$ cat src/rtl/pcpi_pkg.sv
// Shared types and constants for the core-side PCPI issuer.
package pcpi_pkg;

  typedef enum logic [1:0] {
    IDLE  = 2'd0,
    ISSUE = 2'd1,
    RESP  = 2'd2
  } pcpi_iss_state_t;

  localparam int unsigned PCPI_TIMEOUT_DEFAULT = 16;
  localparam int unsigned RD_LSB = 7;
  localparam int unsigned RD_MSB = 11;

  typedef struct packed {
    logic        wr;
    logic [4:0]  rdidx;
    logic [31:0] rd;
    logic        illegal;
  } pcpi_rsp_t;

  function automatic logic [4:0] insn_rdidx(input logic [31:0] insn);
    return insn[RD_MSB:RD_LSB];
  endfunction

endpackage

$ cat src/rtl/pcpi_issuer_if.sv
// Upstream request, PCPI bus and writeback response signals of the issuer.
interface pcpi_issuer_if;
  logic        req_valid_i;
  logic        req_ready_o;
  logic [31:0] req_insn_i;
  logic [31:0] req_rs1_i;
  logic [31:0] req_rs2_i;
  logic        pcpi_valid_o;
  logic [31:0] pcpi_insn_o;
  logic [31:0] pcpi_rs1_o;
  logic [31:0] pcpi_rs2_o;
  logic        pcpi_wr_i;
  logic [31:0] pcpi_rd_i;
  logic        pcpi_wait_i;
  logic        pcpi_ready_i;
  logic        rsp_valid_o;
  logic        rsp_ready_i;
  logic        rsp_wr_o;
  logic [4:0]  rsp_rdidx_o;
  logic [31:0] rsp_rd_o;
  logic        rsp_illegal_o;

  modport master (
    input  req_valid_i, req_insn_i, req_rs1_i, req_rs2_i,
    input  pcpi_wr_i, pcpi_rd_i, pcpi_wait_i, pcpi_ready_i, rsp_ready_i,
    output req_ready_o, pcpi_valid_o, pcpi_insn_o, pcpi_rs1_o, pcpi_rs2_o,
    output rsp_valid_o, rsp_wr_o, rsp_rdidx_o, rsp_rd_o, rsp_illegal_o
  );

  modport slave (
    output req_valid_i, req_insn_i, req_rs1_i, req_rs2_i,
    output pcpi_wr_i, pcpi_rd_i, pcpi_wait_i, pcpi_ready_i, rsp_ready_i,
    input  req_ready_o, pcpi_valid_o, pcpi_insn_o, pcpi_rs1_o, pcpi_rs2_o,
    input  rsp_valid_o, rsp_wr_o, rsp_rdidx_o, rsp_rd_o, rsp_illegal_o
  );
endinterface

$ cat src/rtl/pcpi_timeout_ctr.sv
// Counts consecutive non-wait issue cycles; expired marks the last allowed one.
module pcpi_timeout_ctr #(
  parameter int unsigned TIMEOUT_CYCLES = 16
) (
  input  logic clk,
  input  logic rst,
  input  logic clr,
  input  logic inc,
  output logic expired
);

  logic [7:0] count_r;

  // Counter register: clear has priority over increment.
  always_ff @(posedge clk) begin
    if (rst) begin
      count_r <= 8'd0;
    end else if (clr) begin
      count_r <= 8'd0;
    end else if (inc) begin
      count_r <= count_r + 8'd1;
    end else begin
      count_r <= count_r;
    end
  end

  assign expired = (count_r == 8'(TIMEOUT_CYCLES - 1));

endmodule

$ cat src/rtl/pcpi_issuer.sv
// Core-side PCPI initiator: one instruction in flight, timeout marks it illegal,
// response held until the writeback stage accepts it.
module pcpi_issuer
  import pcpi_pkg::*;
#(
  parameter int unsigned TIMEOUT_CYCLES = PCPI_TIMEOUT_DEFAULT
) (
  input logic          clk,
  input logic          rst,
  pcpi_issuer_if.master bus
);

  pcpi_iss_state_t state_r, state_s;
  logic [31:0]     insn_r, rs1_r, rs2_r;
  pcpi_rsp_t       rsp_r, rsp_s;
  logic            load_rsp_s, accept_s, ctr_clr_s, ctr_inc_s, expired_s;
  logic            req_ready_r, pcpi_valid_r, rsp_valid_r;

  pcpi_timeout_ctr #(
    .TIMEOUT_CYCLES(TIMEOUT_CYCLES)
  ) u_timeout (
    .clk     (clk),
    .rst     (rst),
    .clr     (ctr_clr_s),
    .inc     (ctr_inc_s),
    .expired (expired_s)
  );

  // Next-state, timeout control and response capture.
  always_comb begin
    state_s    = state_r;
    rsp_s      = rsp_r;
    load_rsp_s = 1'b0;
    accept_s   = 1'b0;
    ctr_clr_s  = 1'b1;
    ctr_inc_s  = 1'b0;
    case (state_r)
      IDLE: begin
        if (bus.req_valid_i) begin
          accept_s = 1'b1;
          state_s  = ISSUE;
        end else begin
          state_s  = IDLE;
        end
      end
      ISSUE: begin
        ctr_clr_s = 1'b0;
        if (bus.pcpi_ready_i) begin
          state_s       = RESP;
          load_rsp_s    = 1'b1;
          rsp_s.rdidx   = insn_rdidx(insn_r);
          rsp_s.wr      = bus.pcpi_wr_i && (insn_rdidx(insn_r) != 5'd0);
          rsp_s.rd      = bus.pcpi_wr_i ? bus.pcpi_rd_i : 32'd0;
          rsp_s.illegal = 1'b0;
        end else if (bus.pcpi_wait_i) begin
          ctr_clr_s = 1'b1;
        end else if (expired_s) begin
          state_s       = RESP;
          load_rsp_s    = 1'b1;
          rsp_s.rdidx   = insn_rdidx(insn_r);
          rsp_s.wr      = 1'b0;
          rsp_s.rd      = 32'd0;
          rsp_s.illegal = 1'b1;
        end else begin
          ctr_inc_s = 1'b1;
        end
      end
      RESP: begin
        if (bus.rsp_ready_i) begin
          state_s = IDLE;
        end else begin
          state_s = RESP;
        end
      end
      default: begin
        state_s = IDLE;
      end
    endcase
  end

  // State, operand latches and registered handshake outputs.
  always_ff @(posedge clk) begin
    if (rst) begin
      state_r      <= IDLE;
      insn_r       <= 32'd0;
      rs1_r        <= 32'd0;
      rs2_r        <= 32'd0;
      rsp_r        <= '0;
      req_ready_r  <= 1'b1;
      pcpi_valid_r <= 1'b0;
      rsp_valid_r  <= 1'b0;
    end else begin
      state_r <= state_s;
      if (accept_s) begin
        insn_r <= bus.req_insn_i;
        rs1_r  <= bus.req_rs1_i;
        rs2_r  <= bus.req_rs2_i;
      end
      if (load_rsp_s) begin
        rsp_r <= rsp_s;
      end
      req_ready_r  <= (state_s == IDLE);
      pcpi_valid_r <= (state_s == ISSUE);
      rsp_valid_r  <= (state_s == RESP);
    end
  end

  assign bus.req_ready_o   = req_ready_r;
  assign bus.pcpi_valid_o  = pcpi_valid_r;
  assign bus.pcpi_insn_o   = insn_r;
  assign bus.pcpi_rs1_o    = rs1_r;
  assign bus.pcpi_rs2_o    = rs2_r;
  assign bus.rsp_valid_o   = rsp_valid_r;
  assign bus.rsp_wr_o      = rsp_r.wr;
  assign bus.rsp_rdidx_o   = rsp_r.rdidx;
  assign bus.rsp_rd_o      = rsp_r.rd;
  assign bus.rsp_illegal_o = rsp_r.illegal;

endmodule

$ cat src/flat_wrapper.sv
// flat-port wrapper written by rule: the top's interface ports become plain ports
module pcpi_issuer_flat import pcpi_pkg::*;
#(
  parameter int unsigned TIMEOUT_CYCLES = PCPI_TIMEOUT_DEFAULT
)
  (clk, rst, bus_req_valid_i, bus_req_insn_i, bus_req_rs1_i, bus_req_rs2_i, bus_pcpi_wr_i, bus_pcpi_rd_i, bus_pcpi_wait_i, bus_pcpi_ready_i, bus_rsp_ready_i, bus_req_ready_o, bus_pcpi_valid_o, bus_pcpi_insn_o, bus_pcpi_rs1_o, bus_pcpi_rs2_o, bus_rsp_valid_o, bus_rsp_wr_o, bus_rsp_rdidx_o, bus_rsp_rd_o, bus_rsp_illegal_o);
  pcpi_issuer_if bus_i ();
  input logic clk;
  input logic rst;
  input wire logic [$bits(bus_i.req_valid_i)-1:0] bus_req_valid_i;
  input wire logic [$bits(bus_i.req_insn_i)-1:0] bus_req_insn_i;
  input wire logic [$bits(bus_i.req_rs1_i)-1:0] bus_req_rs1_i;
  input wire logic [$bits(bus_i.req_rs2_i)-1:0] bus_req_rs2_i;
  input wire logic [$bits(bus_i.pcpi_wr_i)-1:0] bus_pcpi_wr_i;
  input wire logic [$bits(bus_i.pcpi_rd_i)-1:0] bus_pcpi_rd_i;
  input wire logic [$bits(bus_i.pcpi_wait_i)-1:0] bus_pcpi_wait_i;
  input wire logic [$bits(bus_i.pcpi_ready_i)-1:0] bus_pcpi_ready_i;
  input wire logic [$bits(bus_i.rsp_ready_i)-1:0] bus_rsp_ready_i;
  output wire logic [$bits(bus_i.req_ready_o)-1:0] bus_req_ready_o;
  output wire logic [$bits(bus_i.pcpi_valid_o)-1:0] bus_pcpi_valid_o;
  output wire logic [$bits(bus_i.pcpi_insn_o)-1:0] bus_pcpi_insn_o;
  output wire logic [$bits(bus_i.pcpi_rs1_o)-1:0] bus_pcpi_rs1_o;
  output wire logic [$bits(bus_i.pcpi_rs2_o)-1:0] bus_pcpi_rs2_o;
  output wire logic [$bits(bus_i.rsp_valid_o)-1:0] bus_rsp_valid_o;
  output wire logic [$bits(bus_i.rsp_wr_o)-1:0] bus_rsp_wr_o;
  output wire logic [$bits(bus_i.rsp_rdidx_o)-1:0] bus_rsp_rdidx_o;
  output wire logic [$bits(bus_i.rsp_rd_o)-1:0] bus_rsp_rd_o;
  output wire logic [$bits(bus_i.rsp_illegal_o)-1:0] bus_rsp_illegal_o;
  assign bus_i.req_valid_i = bus_req_valid_i;
  assign bus_i.req_insn_i = bus_req_insn_i;
  assign bus_i.req_rs1_i = bus_req_rs1_i;
  assign bus_i.req_rs2_i = bus_req_rs2_i;
  assign bus_i.pcpi_wr_i = bus_pcpi_wr_i;
  assign bus_i.pcpi_rd_i = bus_pcpi_rd_i;
  assign bus_i.pcpi_wait_i = bus_pcpi_wait_i;
  assign bus_i.pcpi_ready_i = bus_pcpi_ready_i;
  assign bus_i.rsp_ready_i = bus_rsp_ready_i;
  assign bus_req_ready_o = bus_i.req_ready_o;
  assign bus_pcpi_valid_o = bus_i.pcpi_valid_o;
  assign bus_pcpi_insn_o = bus_i.pcpi_insn_o;
  assign bus_pcpi_rs1_o = bus_i.pcpi_rs1_o;
  assign bus_pcpi_rs2_o = bus_i.pcpi_rs2_o;
  assign bus_rsp_valid_o = bus_i.rsp_valid_o;
  assign bus_rsp_wr_o = bus_i.rsp_wr_o;
  assign bus_rsp_rdidx_o = bus_i.rsp_rdidx_o;
  assign bus_rsp_rd_o = bus_i.rsp_rd_o;
  assign bus_rsp_illegal_o = bus_i.rsp_illegal_o;
  pcpi_issuer #(.TIMEOUT_CYCLES(TIMEOUT_CYCLES)) u_core (.clk(clk), .rst(rst), .bus(bus_i));
endmodule
$ cat config.mk
export PLATFORM = sky130hd
export DESIGN_NAME = pcpi_issuer_flat
export DESIGN_NICKNAME = d
export VERILOG_FILES = /design/src/rtl/pcpi_pkg.sv /design/src/rtl/pcpi_issuer_if.sv /design/src/rtl/pcpi_timeout_ctr.sv /design/src/rtl/pcpi_issuer.sv /design/src/flat_wrapper.sv
export SDC_FILE = /design/constraint.sdc
export NUM_CORES = 1
export LEC_CHECK = 0
export ABC_AREA = 1
export CORE_MARGIN = 10
export CORE_UTILIZATION = 37
export DETAILED_ROUTE_END_ITERATION = 7
export PLACE_DENSITY = 0.75
export SETUP_SLACK_MARGIN = 0.02
export SLEW_MARGIN = 10
export SYNTH_ARGS = -nofsm -noshare
export SYNTH_HDL_FRONTEND = slang
export SYNTH_SLANG_ARGS = --single-unit
$ cat constraint.sdc
create_clock -name clk -period 1.7 [get_ports clk]
set_clock_uncertainty 0.05 [all_clocks]
set_input_delay 0.255 -clock clk [delete_from_list [all_inputs] [get_ports clk]]
set_output_delay 0.255 -clock clk [all_outputs]
set_load 0.02 [all_outputs]
==> Implementation_results.wiki, run 1 <==
{| class="wikitable"
! Metric !! Value
|-
| Remaining max-slew budget at the tightest pin || 0.7676
|-
| CTS tree || done
|-
| Count of final hold-check violations || 0
|-
| Summed area of non-filler cells in the final layout || 9303 sq um
|-
| Vertical die dimension || 143.1 um
|-
| Port Buffers || 272
|-
| Number of pins exceeding their max-slew limit in the final report || 0
|-
| Detail-routed via count per cell || 4.596
|-
| Share of cells above drive strength 1 || 0.07238
|-
| Final setup violation count || 0
|-
| Cell Area, Synth || 5608 sq um
|-
| Total placed cells including tap cells || 1,201
|-
| Setup repair after global routing missed its margin || false
|-
| P per Cell Area || 1089 nW/um^2
|-
| Effective utilization at floorplan || 0.3815
|-
| Startpoint of the lowest-slack register-to-register path || u_core.u_timeout.count_r[1]
|-
| Peak supply drop || 0.8369 mV
|-
| Yosys reg bits || 148
|-
| CP arrival || 1.35 ns
|-
| Overall power after layout || 0.01013 W
|-
| Max-capacitance violation count || 0
|-
| Total Wirelength || 19.19 mm
|-
| Summed negative setup slack over all endpoints || 0 ns
|-
| Fin crit period || 1.654 ns
|-
| Number of buffer and inverter instances along the worst setup path || 1
|-
| Share of the core filled with cells || 0.6329
|-
| Die outline width || 143.1 um
|-
| Placed instance area || 8672 sq um
|-
| Worst Max-Slew Pin Slew || 0.3482 ns
|-
| Number of diodes || 0
|-
| Number of hold-repair buffers added at the cts stage || 0
|-
| All-layer global routing usage || 0.1807
|-
| Drt drc || 0
|-
| Synth-to-Final Area Change || 65.89%
|-
| Fill count || 1,336
|-
| Class of the most critical hold timing path || in2reg
|-
| Most used cells in the layout excluding fill and tap cells || 230 x nor2_1, 146 x dfxtp_1, 138 x clkdlybuf4s50_1
|-
| DP HPWL || 14.02 mm
|-
| Biggest fanout along the worst timing path || 2
|-
| Number of global-route vias before repair || 5,435
|-
| CTS buffer count || 17
|-
| Wire length of the first global-routing pass || 29.14 mm
|-
| Post-synthesis average cell area || 7.359 sq um
|-
| Yosys cell types || 24
|-
| Clock-pin transition on the worst setup and hold timing paths || 0.06 ns
|-
| Max frequency || 0.6046 GHz
|-
| Crit path max-delay family || buffers and inverters
|-
| Commonest non-fill, non-tap cell in the layout || nor2_1
|-
| Num Clock Sinks || 148
|-
| Maximum number of pins on one net before global-route repair || 75
|-
| Category of the critical setup timing path || reg2out
|-
| FP Rows || 44
|-
| Leakage power || 4.548 nW
|-
| Synth Instances || 762
|-
| Total vias in the final route || 5,672
|-
| Source of the critical timing path || u_core.bus.rsp_rd_o[25]
|-
| Area share of the largest cell type after synthesis || 0.5283
|-
| Kind of start point of the critical path || flip-flop
|-
| Ys Warns || 0
|-
| Slowest Stage Delay on Critical Path || 0.61 ns
|-
| Cell types with the largest area share after synthesis || dfxtp_1 53%, nor2_1 15%, o21ai_0 8.8%
|-
| Total number of nets in the final design || 1,173
|-
| Result of the run || finished clean
|-
| Filler-free cell count of the finished design || 1,234
|-
| Endpoint required time on the critical path || 1.39 ns
|-
| Highest-delay cell along the critical path || clkdlybuf4s50_1
|-
| Total gr overflow || 0
|-
| Proportion of synthesized chip area in sequential cells || 0.5283
|-
| Clock Root Buffer || clkbuf_16
|-
| Initial drt markers || 230
|-
| Routed len/inst || 15.55 um
|-
| Critical-path cell list || clkdlybuf4s50_1
|-
| Share of the clock period used by the worst path || 0.9729
|-
| Core outline area || 14,700 sq um
|-
| Clock insertion delay at the later pin of the skew report || 0.42 ns
|-
| Library cell occupying the most area in the post-synthesis netlist || dfxtp_1
|-
| Placer's final routability congestion estimate || 0.7836
|-
| DRT antenna net count || 0
|-
| First-pass iteration count of the detailed router || 5
|-
| Worst Hold Launch || bus_pcpi_rd_i[9]
|-
| Floorplan die area || 20,480 sq um
|-
| Mapped Nets || 898
|-
| H-tree levels || 4
|-
| Number of top-level pins || 273
|-
| Antenna violations before repair || 0
|-
| Buffer depth of the longest clock path || 2
|-
| Critical Path End Type || primary output
|}
## synth_stat cells
cell,instances
a21oi_1,50
buf_2,5
buf_4,1
buf_6,5
clkbuf_1,38
clkinv_1,1
dfxtp_1,148
ha_1,1
inv_1,53
inv_2,2
nand2_1,103
nand3_1,3
nand3_2,1
nand3_4,1
nand3b_1,1
nand4_1,12
nor2_1,230
nor2_2,1
nor3_1,1
o211ai_1,1
o21ai_0,99
o21ai_4,1
xnor2_1,1
xor2_1,3
## kinds of logic after synthesis
family          Yosys count  share of synthesized area
compound gates          151                     0.1372
xor+xnor                  4                   0.006248
fa+ha+maj                 1                   0.002231
buf+inv                 105                    0.07876
flops                   148                     0.5283
simple gates            353                     0.2472
## flip-flops by register name, indices dropped and copies added (netlist names)
name                      count
u_core.bus.rsp_illegal_o      1
u_core.bus.req_ready_o        1
u_core.bus.pcpi_rs2_o        32
u_core.u_timeout.count_r      8
u_core.state_r                2
u_core.bus.pcpi_rs1_o        32
u_core.bus.pcpi_insn_o       32
u_core.bus.rsp_rd_o          32
u_core.bus.rsp_valid_o        1
u_core.bus.rsp_wr_o           1
u_core.bus.rsp_rdidx_o        5
u_core.bus.pcpi_valid_o       1
## worst paths after layout
kind,end,slack [ns],depth (start not counted)
setup reg to reg,u_core.bus.rsp_rd_o[11],0.15,7
setup / recovery,bus_rsp_rd_o[25],0.05,1
hold reg to reg,u_core.bus.rsp_illegal_o,0.40,2
hold / removal,u_core.bus.rsp_rd_o[9],0.39,3
## power breakdown
| group | total, W | internal [W] | switching [W] |
|---|---|---|---|
| registers | 0.00385 | 0.00373 | 0.000122 |
| logic | 0.00173 | 0.000782 | 0.000949 |
| clock network | 0.00454 | 0.00314 | 0.00140 |
| total | 0.0101 | 0.00765 | 0.00248 |
## metal layers
layer | track usage | share of wire | up-vias
li1 | - | - | 2942
met1 | 0.1902 | 0.38 | 2502
met2 | 0.3023 | 0.48 | 207
met3 | 0.09619 | 0.12 | 21
met4 | 0.06298 | 0.016 | 0
met5 | 0 | 0 | -
## per-stage QoR
stage / hold WS [ns] / setup slack [ns]
3_5_place_dp: 0.3916 / -0.02214
2_1_floorplan: 0.3426 / 0.04886
5_1_grt: 0.3874 / 0.02052
3_3_place_gp: 0.3893 / 0.002181
4_1_cts: 0.3641 / 0.02048
6_report: 0.3904 / 0.04611
## cell type report
type | instances | area [sq um] | area share
clock buffers | 24 | 511.7 | 0.05501
clock inverters | 8 | 215.2 | 0.02313
inverters | 56 | 210.2 | 0.02260
multi-input cells | 509 | 2226 | 0.2393
flip-flops and latches | 148 | 2965 | 0.3188
well taps | 184 | 230.2 | 0.02475
repair buffers | 305 | 2944 | 0.3165
## timing repair
action                                 4_1_cts  5_1_grt
gates resized for setup                    124       15
endpoints found under the hold margin        0        0
gates cloned                                 0        0
setup endpoints to repair                  153       49
pin swaps                                    2        2
buffers inserted                             1        0
Power figures use the tool's default switching activity.
==> run 2: changes to the inputs <==
- CORE_UTILIZATION: 37 -> 48
- DONT_BUFFER_PORTS: unset -> 1
- PLACE_DENSITY: 0.75 -> 0.63
- SETUP_SLACK_MARGIN: 0.02 -> unset
- SYNTH_HIERARCHICAL: unset -> 1
==> run 2 against run 1 <==
Net effect:
- area after synthesis shrank 5.4%
- clock power fell by 16%
- core utilization is 6.5 points higher
- largest cell class unchanged
- wire length fell by 3.7%
- combinational power down 45%
- critical path depth is 8 higher
- non-clock buffer count down 153
- maximum frequency down 2.4%
==> Implementation_results.wiki, run 2 <==
{| class="wikitable"
! Metric !! Value
|-
| Maximum number of pins on one net before global-route repair || 74 (was 75)
|-
| Clock-pin transition on the worst setup and hold timing paths || 0.06 ns (about the same)
|-
| Number of pins exceeding their max-slew limit in the final report || 0 (unchanged)
|-
| Biggest fanout along the worst timing path || 19 (was 2)
|-
| Placer's final routability congestion estimate || 0.7813 (was 0.7836)
|-
| Sequential share of power || 0.471 (was 0.381)
|-
| All-layer global routing usage || 0.2142 (was 0.1807)
|-
| Peak supply drop || 0.8764 mV (was 0.8369 mV)
|-
| CTS buffer count || 17 (unchanged)
|-
| Max frequency || 0.5901 GHz (was 0.6046 GHz)
|-
| Post-synthesis average cell area || 7.828 sq um (was 7.359 sq um)
|-
| CTS tree || done (unchanged)
|-
| Register-to-register setup slack || 0.005 ns (was 0.15 ns)
|-
| Total met3 wirelength after detailed routing || 2.140 mm (was 2.339 mm)
|-
| Synth Instances || 678 (was 762)
|-
| Drt drc || 0 (unchanged)
|-
| Category of the critical setup timing path || reg2reg (was reg2out)
|-
| Storage element area || 2965 sq um (unchanged)
|-
| Library cell occupying the most area in the post-synthesis netlist || dfxtp_1 (unchanged)
|-
| Wire length the detailed router placed on met1 || 6.226 mm (was 7.363 mm)
|-
| Critical Path End Type || flip-flop (was primary output)
|-
| Leakage power || 2.966 nW (was 4.548 nW)
|-
| Most used standard cells in the synthesized netlist || 219 x nor2_1, 148 x dfxtp_1, 93 x o21ai_0 (was 230 x nor2_1, 148 x dfxtp_1, 103 x nand2_1)
|-
| Ys Warns || 6 (was 0)
|-
| Multi-input logic area || 2161 sq um (was 2226 sq um)
|-
| Startpoint of the lowest-slack register-to-register path || u_core/u_timeout/count_r[1] (was u_core.u_timeout.count_r[1])
|-
| Yosys cell types || 22 (was 24)
|-
| FP Rows || 38 (was 44)
|-
| Wire length of the first global-routing pass || 27.08 mm (was 29.14 mm)
|-
| Antenna violations before repair || 3 (was 0)
|-
| Comb pwr share || 0.106 (was 0.171)
|-
| Summed negative setup slack over all endpoints || 0 ns (unchanged)
|-
| Switching component of the power || 0.002395 W (was 0.002475 W)
|-
| Worst Max-Slew Pin Slew || 0.4212 ns (was 0.3482 ns)
|-
| Uppermost layer routed || met4 (unchanged)
|-
| Internal power contribution || 0.006619 W (was 0.007651 W)
|-
| Kind of start point of the critical path || flip-flop (unchanged)
|-
| Yosys reg bits || 148 (unchanged)
|-
| Switching Fraction || 0.2657 (was 0.2444)
|-
| Core outline area || 10,840 sq um (was 14,700 sq um)
|-
| Source of the critical timing path || u_core/u_timeout/count_r[1] (was u_core.bus.rsp_rd_o[25])
|-
| Depth of the most critical reg-to-reg path || 9 (was 7)
|-
| Count of flip-flops with a built-in enable after synthesis || 0 (unchanged)
|-
| Fill count || 789 (was 1,336)
|-
| Overall power after layout || 0.009014 W (was 0.01013 W)
|-
| Most used cells in the layout excluding fill and tap cells || 219 x nor2_1, 146 x dfxtp_1, 132 x dlygate4sd3_1 (was 230 x nor2_1, 146 x dfxtp_1, 138 x clkdlybuf4s50_1)
|-
| Critical register-to-register path endpoint || u_core/bus.rsp_rd_o[22] (was u_core.bus.rsp_rd_o[11])
|-
| Total number of nets in the final design || 942 (was 1,173)
|-
| Routed len/inst || 19.23 um (was 15.55 um)
|-
| Count of final hold-check violations || 0 (unchanged)
|-
| Port Buffers || 0 (was 272)
|-
| Share of the clock period used by the worst path || 0.9968 (was 0.9729)
|-
| H-tree levels || 4 (unchanged)
|-
| Commonest non-fill, non-tap cell in the layout || nor2_1 (unchanged)
|-
| Buffer depth of the longest clock path || 2 (unchanged)
|-
| Share of the core filled with cells || 0.6976 (was 0.6329)
|-
| P per Cell Area || 1192 nW/um^2 (was 1089 nW/um^2)
|-
| Remaining max-slew budget at the tightest pin || 0.7192 (was 0.7676)
|-
| Total gr overflow || 0 (unchanged)
|-
| Clock Root Buffer || clkbuf_8 (was clkbuf_16)
|-
| Floorplan die area || 15,660 sq um (was 20,480 sq um)
|-
| End point of the critical path || u_core/bus.rsp_rd_o[22] (was bus_rsp_rd_o[25])
|-
| Fin crit period || 1.695 ns (was 1.654 ns)
|-
| Total vias in the final route || 5,082 (was 5,672)
|-
| Result of the run || finished clean (unchanged)
|-
| Class of the most critical hold timing path || in2reg (unchanged)
|-
| First-pass iteration count of the detailed router || 6 (was 5)
|-
| Vertical die dimension || 125.2 um (was 143.1 um)
|-
| Cell Area, Synth || 5308 sq um (was 5608 sq um)
|-
| Effective utilization at floorplan || 0.4896 (was 0.3815)
|-
| Initial drt markers || 430 (was 230)
|-
| Number of global-route vias before repair || 4,980 (was 5,435)
|-
| Placement Setup Slack || -0.001024 ns (was -0.02214 ns)
|-
| DP HPWL || 11.42 mm (was 14.02 mm)
|-
| Max-capacitance violation count || 0 (unchanged)
|-
| CP arrival || 2.05 ns (was 1.35 ns)
|-
| DRT antenna net count || 0 (unchanged)
|-
| Area share of the largest cell type after synthesis || 0.5582 (was 0.5283)
|-
| Detail-routed via count per cell || 5.288 (was 4.596)
|-
| Die outline width || 125.2 um (was 143.1 um)
|-
| Most instantiated flip-flop cell in the synthesis netlist || dfxtp_1 (unchanged)
|-
| DR WL met2 || 9.433 mm (was 9.177 mm)
|-
| Setup repair after global routing missed its margin || true (was false)
|-
| Proportion of synthesized chip area in sequential cells || 0.5582 (was 0.5283)
|-
| Final setup violation count || 0 (unchanged)
|-
| Total Wirelength || 18.48 mm (was 19.19 mm)
|-
| Post-synth ARST share || 0 (unchanged)
|-
| Num Clock Sinks || 148 (unchanged)
|-
| Synth-to-Final Area Change || 42.48% (was 65.89%)
|-
| Final Worst Setup Slack || 0.005441 ns (was 0.04611 ns)
|-
| Mapped Nets || 814 (was 898)
|-
| Cell types with the largest area share after synthesis || dfxtp_1 56%, nor2_1 15%, o21ai_0 8.8% (was dfxtp_1 53%, nor2_1 15%, o21ai_0 8.8%)
|-
| Share of cells above drive strength 1 || 0.1149 (was 0.07238)
|-
| Endpoint required time on the critical path || 2.06 ns (was 1.39 ns)
|-
| Clock insertion delay at the later pin of the skew report || 0.52 ns (was 0.42 ns)
|-
| Power share of the clock group || 0.424 (was 0.448)
|-
| Most common cell in the netlist || nor2_1 (unchanged)
|-
| Number of top-level pins || 273 (unchanged)
|}
run 2: cell count changes in the layout (fill, tap and decap cells not counted), sizes merged, moves of 16 or more:
cell / change
inv: -39
buf: -16
clkdlybuf4s50: -138
dlygate4sd2: -123
dlygate4sd3: +132
run 2: critical path, cell delays in order, from the launching register on:
cell and delay, ns:
dfxtp_2 0.36, ha_4 0.16, nand3_4 0.08, nor4_4 0.23, nand2_1 0.11, nand2_2 0.11
nand2_4 0.10, clkbuf_16 0.20, nand2_1 0.09, a21oi_1 0.08
run 2: worst min-delay path by stage:
stage	cells past startpoint	end	slack [ns]	from
2_1_floorplan	2	u_core/bus.pcpi_rs1_o[14]	0.35	bus_req_rs1_i[14]
3_3_place_gp	1	u_core/bus.rsp_rd_o[30]	0.28	rst
3_5_place_dp	1	u_core/bus.rsp_rd_o[26]	0.28	rst
4_1_cts	3	u_core/bus.req_ready_o	0.02	rst
5_1_grt	3	u_core/bus.req_ready_o	0.01	rst
6_report	3	u_core/bus.req_ready_o	0.04	rst
run 2: power by group through the flow:
stage,logic [W],registers [W],clock network (W)
after floorplan,0.000532,0.00422,0
after global placement,0.000591,0.00432,0
after detailed placement,0.000619,0.00432,0
after CTS,0.000883,0.00425,0.00388
after global routing,0.00106,0.00427,0.00406
final,0.000954,0.00424,0.00382
run 2: final cells by class:
type | count | share of cell area
antenna | 3 | 0.0009927
clock buffer | 21 | 0.05940
clock inverter | 10 | 0.02052
inverter | 16 | 0.008273
multi-input combinational | 471 | 0.2857
sequential | 148 | 0.3921
tap | 140 | 0.02316
timing repair buffer | 152 | 0.2098
run 2: kinds of logic after synthesis:
group | Yosys count | share of synthesized area
flip-flops | 148 | 0.5582
AND/OR/NAND/NOR | 326 | 0.2416
buffers and inverters | 59 | 0.05941
adder cells (fa/ha/maj) | 1 | 0.002357
AO/OA/AOI/OAI | 144 | 0.1384
run 2: per-stage QoR:
stage	cells	hold WS, ns	instance area [sq um]
final	961	0.04310	7562
after global placement	791	0.2799	5403
after global routing	961	0.01445	7562
after detailed placement	791	0.2809	5403
after CTS	955	0.01704	7355
after floorplan	678	0.3511	5313
run 2: timing repair:
item | CTS | global route
hold buffers | 133 | 0
endpoints found under the hold margin | 147 | 0
setup endpoints to repair | 4 | 39
setup buffers | 0 | 0
pin swaps | 0 | 9
cloned | 0 | 3
resized for setup | 1 | 36
run 2: routing by layer:
metal | vias up | global-route usage
met5 | - | 0
met3 | 49 | 0.1052
li1 | 2420 | -
met1 | 2337 | 0.2101
met4 | 0 | 0.1274
met2 | 276 | 0.3598
==> run 3: changes to the inputs <==
- CAP_MARGIN: unset -> 5
- GPL_TIMING_DRIVEN: unset -> 0
==> run 3 against run 2 <==
Net effect:
- worst setup slack improved by 0.055 ns
- critical path depth rose by 1
- non-clock buffer count is 38 higher
- via count up 2.7%
- final cell count is 4.1% higher
- first-iteration DRC count shrank 11%
- power shrank 1.4%
- core utilization grew 0.82 points
- hold slack improved by 0.0035 ns
- register-to-register slack improved by 0.05 ns
- critical path type unchanged
- critical endpoint is now u_core/bus.rsp_rd_o[19]
- highest routed layer unchanged
==> Implementation_results.wiki, run 3 (synthesis gave the netlist of run 2 again) <==
{| class="wikitable"
! Metric !! Value
|-
| Overall power after layout || 0.008887 W (was 0.009014 W)
|-
| Source of the critical timing path || u_core/u_timeout/count_r[0] (was u_core/u_timeout/count_r[1])
|-
| Number of top-level pins || 273 (unchanged)
|-
| Vertical die dimension || 125.2 um (unchanged)
|-
| Summed negative setup slack over all endpoints || 0 ns (unchanged)
|-
| Leakage power || 3.049 nW (was 2.966 nW)
|-
| Depth of the most critical reg-to-reg path || 10 (was 9)
|-
| Share of the clock period used by the worst path || 0.9647 (was 0.9968)
|-
| Filler-free cell count of the finished design || 1,000 (was 961)
|-
| Clock insertion delay at the later pin of the skew report || 0.52 ns (about the same)
|-
| Total placed cells including tap cells || 818 (was 791)
|-
| Routed len/inst || 18.87 um (was 19.23 um)
|-
| First-pass iteration count of the detailed router || 5 (was 6)
|-
| Startpoint of the lowest-slack register-to-register path || u_core/u_timeout/count_r[0] (was u_core/u_timeout/count_r[1])
|-
| Number of global-route vias before repair || 5,245 (was 4,980)
|-
| Share of cells above drive strength 1 || 0.1120 (was 0.1149)
|-
| GR Layer Usage met1 || 0.2129 (was 0.2101)
|-
| Floorplan die area || 15,660 sq um (unchanged)
|-
| Antenna violations before repair || 3 (unchanged)
|-
| Worst Max-Slew Pin Slew || 0.4337 ns (was 0.4212 ns)
|-
| Critical Path End Type || flip-flop (unchanged)
|-
| Fill count || 787 (was 789)
|-
| Multi-input logic area || 2106 sq um (was 2161 sq um)
|-
| Wire length of the first global-routing pass || 28.20 mm (was 27.08 mm)
|-
| Kind of start point of the critical path || flip-flop (unchanged)
|-
| Critical register-to-register path endpoint || u_core/bus.rsp_rd_o[19] (was u_core/bus.rsp_rd_o[22])
|-
| P per Cell Area || 1161 nW/um^2 (was 1192 nW/um^2)
|-
| Detail-routed via count per cell || 5.221 (was 5.288)
|-
| Placed instance area || 5488 sq um (was 5403 sq um)
|-
| Biggest fanout along the worst timing path || 7 (was 19)
|-
| Critical-path cell list || ha_4, nand3_2, nor4_4, nand2_1, nand2_2, nand2_4, buf_8, clkbuf_16, nand2_1, a21oi_1 (was ha_4, nand3_4, nor4_4, nand2_1, nand2_2, nand2_4, clkbuf_16, nand2_1, a21oi_1)
|-
| Cell with the most instances on the worst path || nand2_1 (unchanged)
|-
| H-tree levels || 4 (unchanged)
|-
| Peak supply drop || 1.031 mV (was 0.8764 mV)
|-
| DRT antenna net count || 0 (unchanged)
|-
| Num Clock Sinks || 148 (unchanged)
|-
| Synth-to-Final Area Change || 44.15% (was 42.48%)
|-
| CTS buffer count || 17 (unchanged)
|-
| CTS tree || done (unchanged)
|-
| Max frequency || 0.6098 GHz (was 0.5901 GHz)
|-
| Summed area of non-filler cells in the final layout || 7651 sq um (was 7562 sq um)
|-
| DP HPWL || 12.56 mm (was 11.42 mm)
|-
| Buffer depth of the longest clock path || 2 (unchanged)
|-
| Register-to-register setup slack || 0.06 ns (was 0.005 ns)
|-
| Clock-pin transition on the worst setup and hold timing paths || 0.06 ns (about the same)
|-
| Total gr overflow || 0 (unchanged)
|-
| Clock Root Buffer || clkbuf_8 (unchanged)
|-
| Storage element area || 2969 sq um (was 2965 sq um)
|-
| Class of the most critical hold timing path || in2reg (unchanged)
|-
| FP Rows || 38 (unchanged)
|-
| Max-capacitance violation count || 0 (unchanged)
|-
| Initial drt markers || 381 (was 430)
|-
| Placer's final routability congestion estimate || 0.8056 (was 0.7813)
|-
| Maximum number of pins on one net before global-route repair || 17 (was 74)
|-
| CP arrival || 1.98 ns (was 2.05 ns)
|-
| Core outline area || 10,840 sq um (unchanged)
|-
| Remaining max-slew budget at the tightest pin || 0.7108 (was 0.7192)
|-
| Slowest Stage Delay on Critical Path || 0.37 ns (was 0.36 ns)
|-
| Most heavily used metal layer in global routing || met2 (unchanged)
|-
| End point of the critical path || u_core/bus.rsp_rd_o[19] (was u_core/bus.rsp_rd_o[22])
|-
| All-layer global routing usage || 0.2217 (was 0.2142)
|-
| Setup repair after global routing missed its margin || true (unchanged)
|-
| Drt drc || 0 (unchanged)
|-
| Highest-delay cell along the critical path || dfxtp_4 (was dfxtp_2)
|-
| Count of final hold-check violations || 0 (unchanged)
|-
| Effective utilization at floorplan || 0.4896 (unchanged)
|-
| Port Buffers || 0 (unchanged)
|-
| Met3 track demand over resource in global routing || 0.1052 (unchanged)
|-
| Commonest non-fill, non-tap cell in the layout || nor2_1 (unchanged)
|-
| Total vias in the final route || 5,221 (was 5,082)
|-
| Fin crit period || 1.640 ns (was 1.695 ns)
|-
| Number of pins exceeding their max-slew limit in the final report || 0 (unchanged)
|-
| Total number of nets in the final design || 980 (was 942)
|-
| Final setup violation count || 0 (unchanged)
|-
| Met2 layer usage reported by global route || 0.3869 (was 0.3598)
|-
| Category of the critical setup timing path || reg2reg (unchanged)
|-
| Result of the run || finished clean (unchanged)
|-
| Fin Hold WS || 0.04656 ns (was 0.04310 ns)
|-
| Endpoint required time on the critical path || 2.04 ns (was 2.06 ns)
|-
| Total Wirelength || 18.87 mm (was 18.48 mm)
|-
| Most used cells in the layout excluding fill and tap cells || 219 x nor2_1, 145 x dfxtp_1, 135 x dlygate4sd3_1 (was 219 x nor2_1, 146 x dfxtp_1, 132 x dlygate4sd3_1)
|-
| Die outline width || 125.2 um (unchanged)
|}
[run 3: where the power goes]
group	total [W]	internal, W	switching [W]
registers	0.00425	0.00372	0.000524
clock network	0.00365	0.00227	0.00138
logic	0.000988	0.000474	0.000513
total	0.00889	0.00647	0.00242
[run 3: critical path, delay by kind of cell (launching register included)]
family / cells / cell delay (ns)
fa+ha+maj: 1 / 0.14
buf+inv: 2 / 0.30
flops: 1 / 0.37
compound gates: 1 / 0.07
simple gates: 6 / 0.59
[run 3: what timing repair did]
item                       4_1_cts  5_1_grt
cloned                           1        2
buffers inserted                 4        5
setup endpoints to repair       44       47
hold buffers                   135        0
pin swaps                        5       12
hold endpoints to repair       143        0
resized for setup               11       14
[run 3: how the worst min path moves through the flow]
stage                            from                   endpoint  slack [ns]  cells past startpoint
floorplan           bus_req_rs1_i[14]  u_core/bus.pcpi_rs1_o[14]        0.35                      2
global placement    bus_pcpi_rd_i[30]    u_core/bus.rsp_rd_o[30]        0.36                      2
detailed placement   bus_pcpi_rd_i[3]     u_core/bus.rsp_rd_o[3]        0.36                      2
CTS                               rst  u_core/bus.rsp_rdidx_o[0]        0.03                      3
global route                      rst  u_core/bus.rsp_rdidx_o[0]        0.04                      3
finish                            rst  u_core/bus.rsp_rdidx_o[0]        0.05                      3
[run 3: routing by layer]
layer / routed length, um / vias up
li1: - / 2502
met1: 6642 / 2395
met2: 9557 / 279
met3: 2043 / 45
met4: 624 / 0
met5: 0 / -
[run 3: metrics by stage]
stage	utilization	worst slack, ns
floorplan	-	0.04721
global placement	0.5062	-0.1699
detailed placement	0.5062	-0.1699
CTS	0.6923	0.007735
global route	0.7058	-0.06405
finish	0.7058	0.06000
[run 3: final cells by class]
class,count,share of cell area
antenna,3,0.0009812
buffer,43,0.03565
clock buffer,23,0.06361
clock inverter,9,0.01308
inverter,16,0.007850
multi-input combinational,471,0.2752
sequential,148,0.3881
tap,140,0.02289
timing repair buffer,147,0.1926
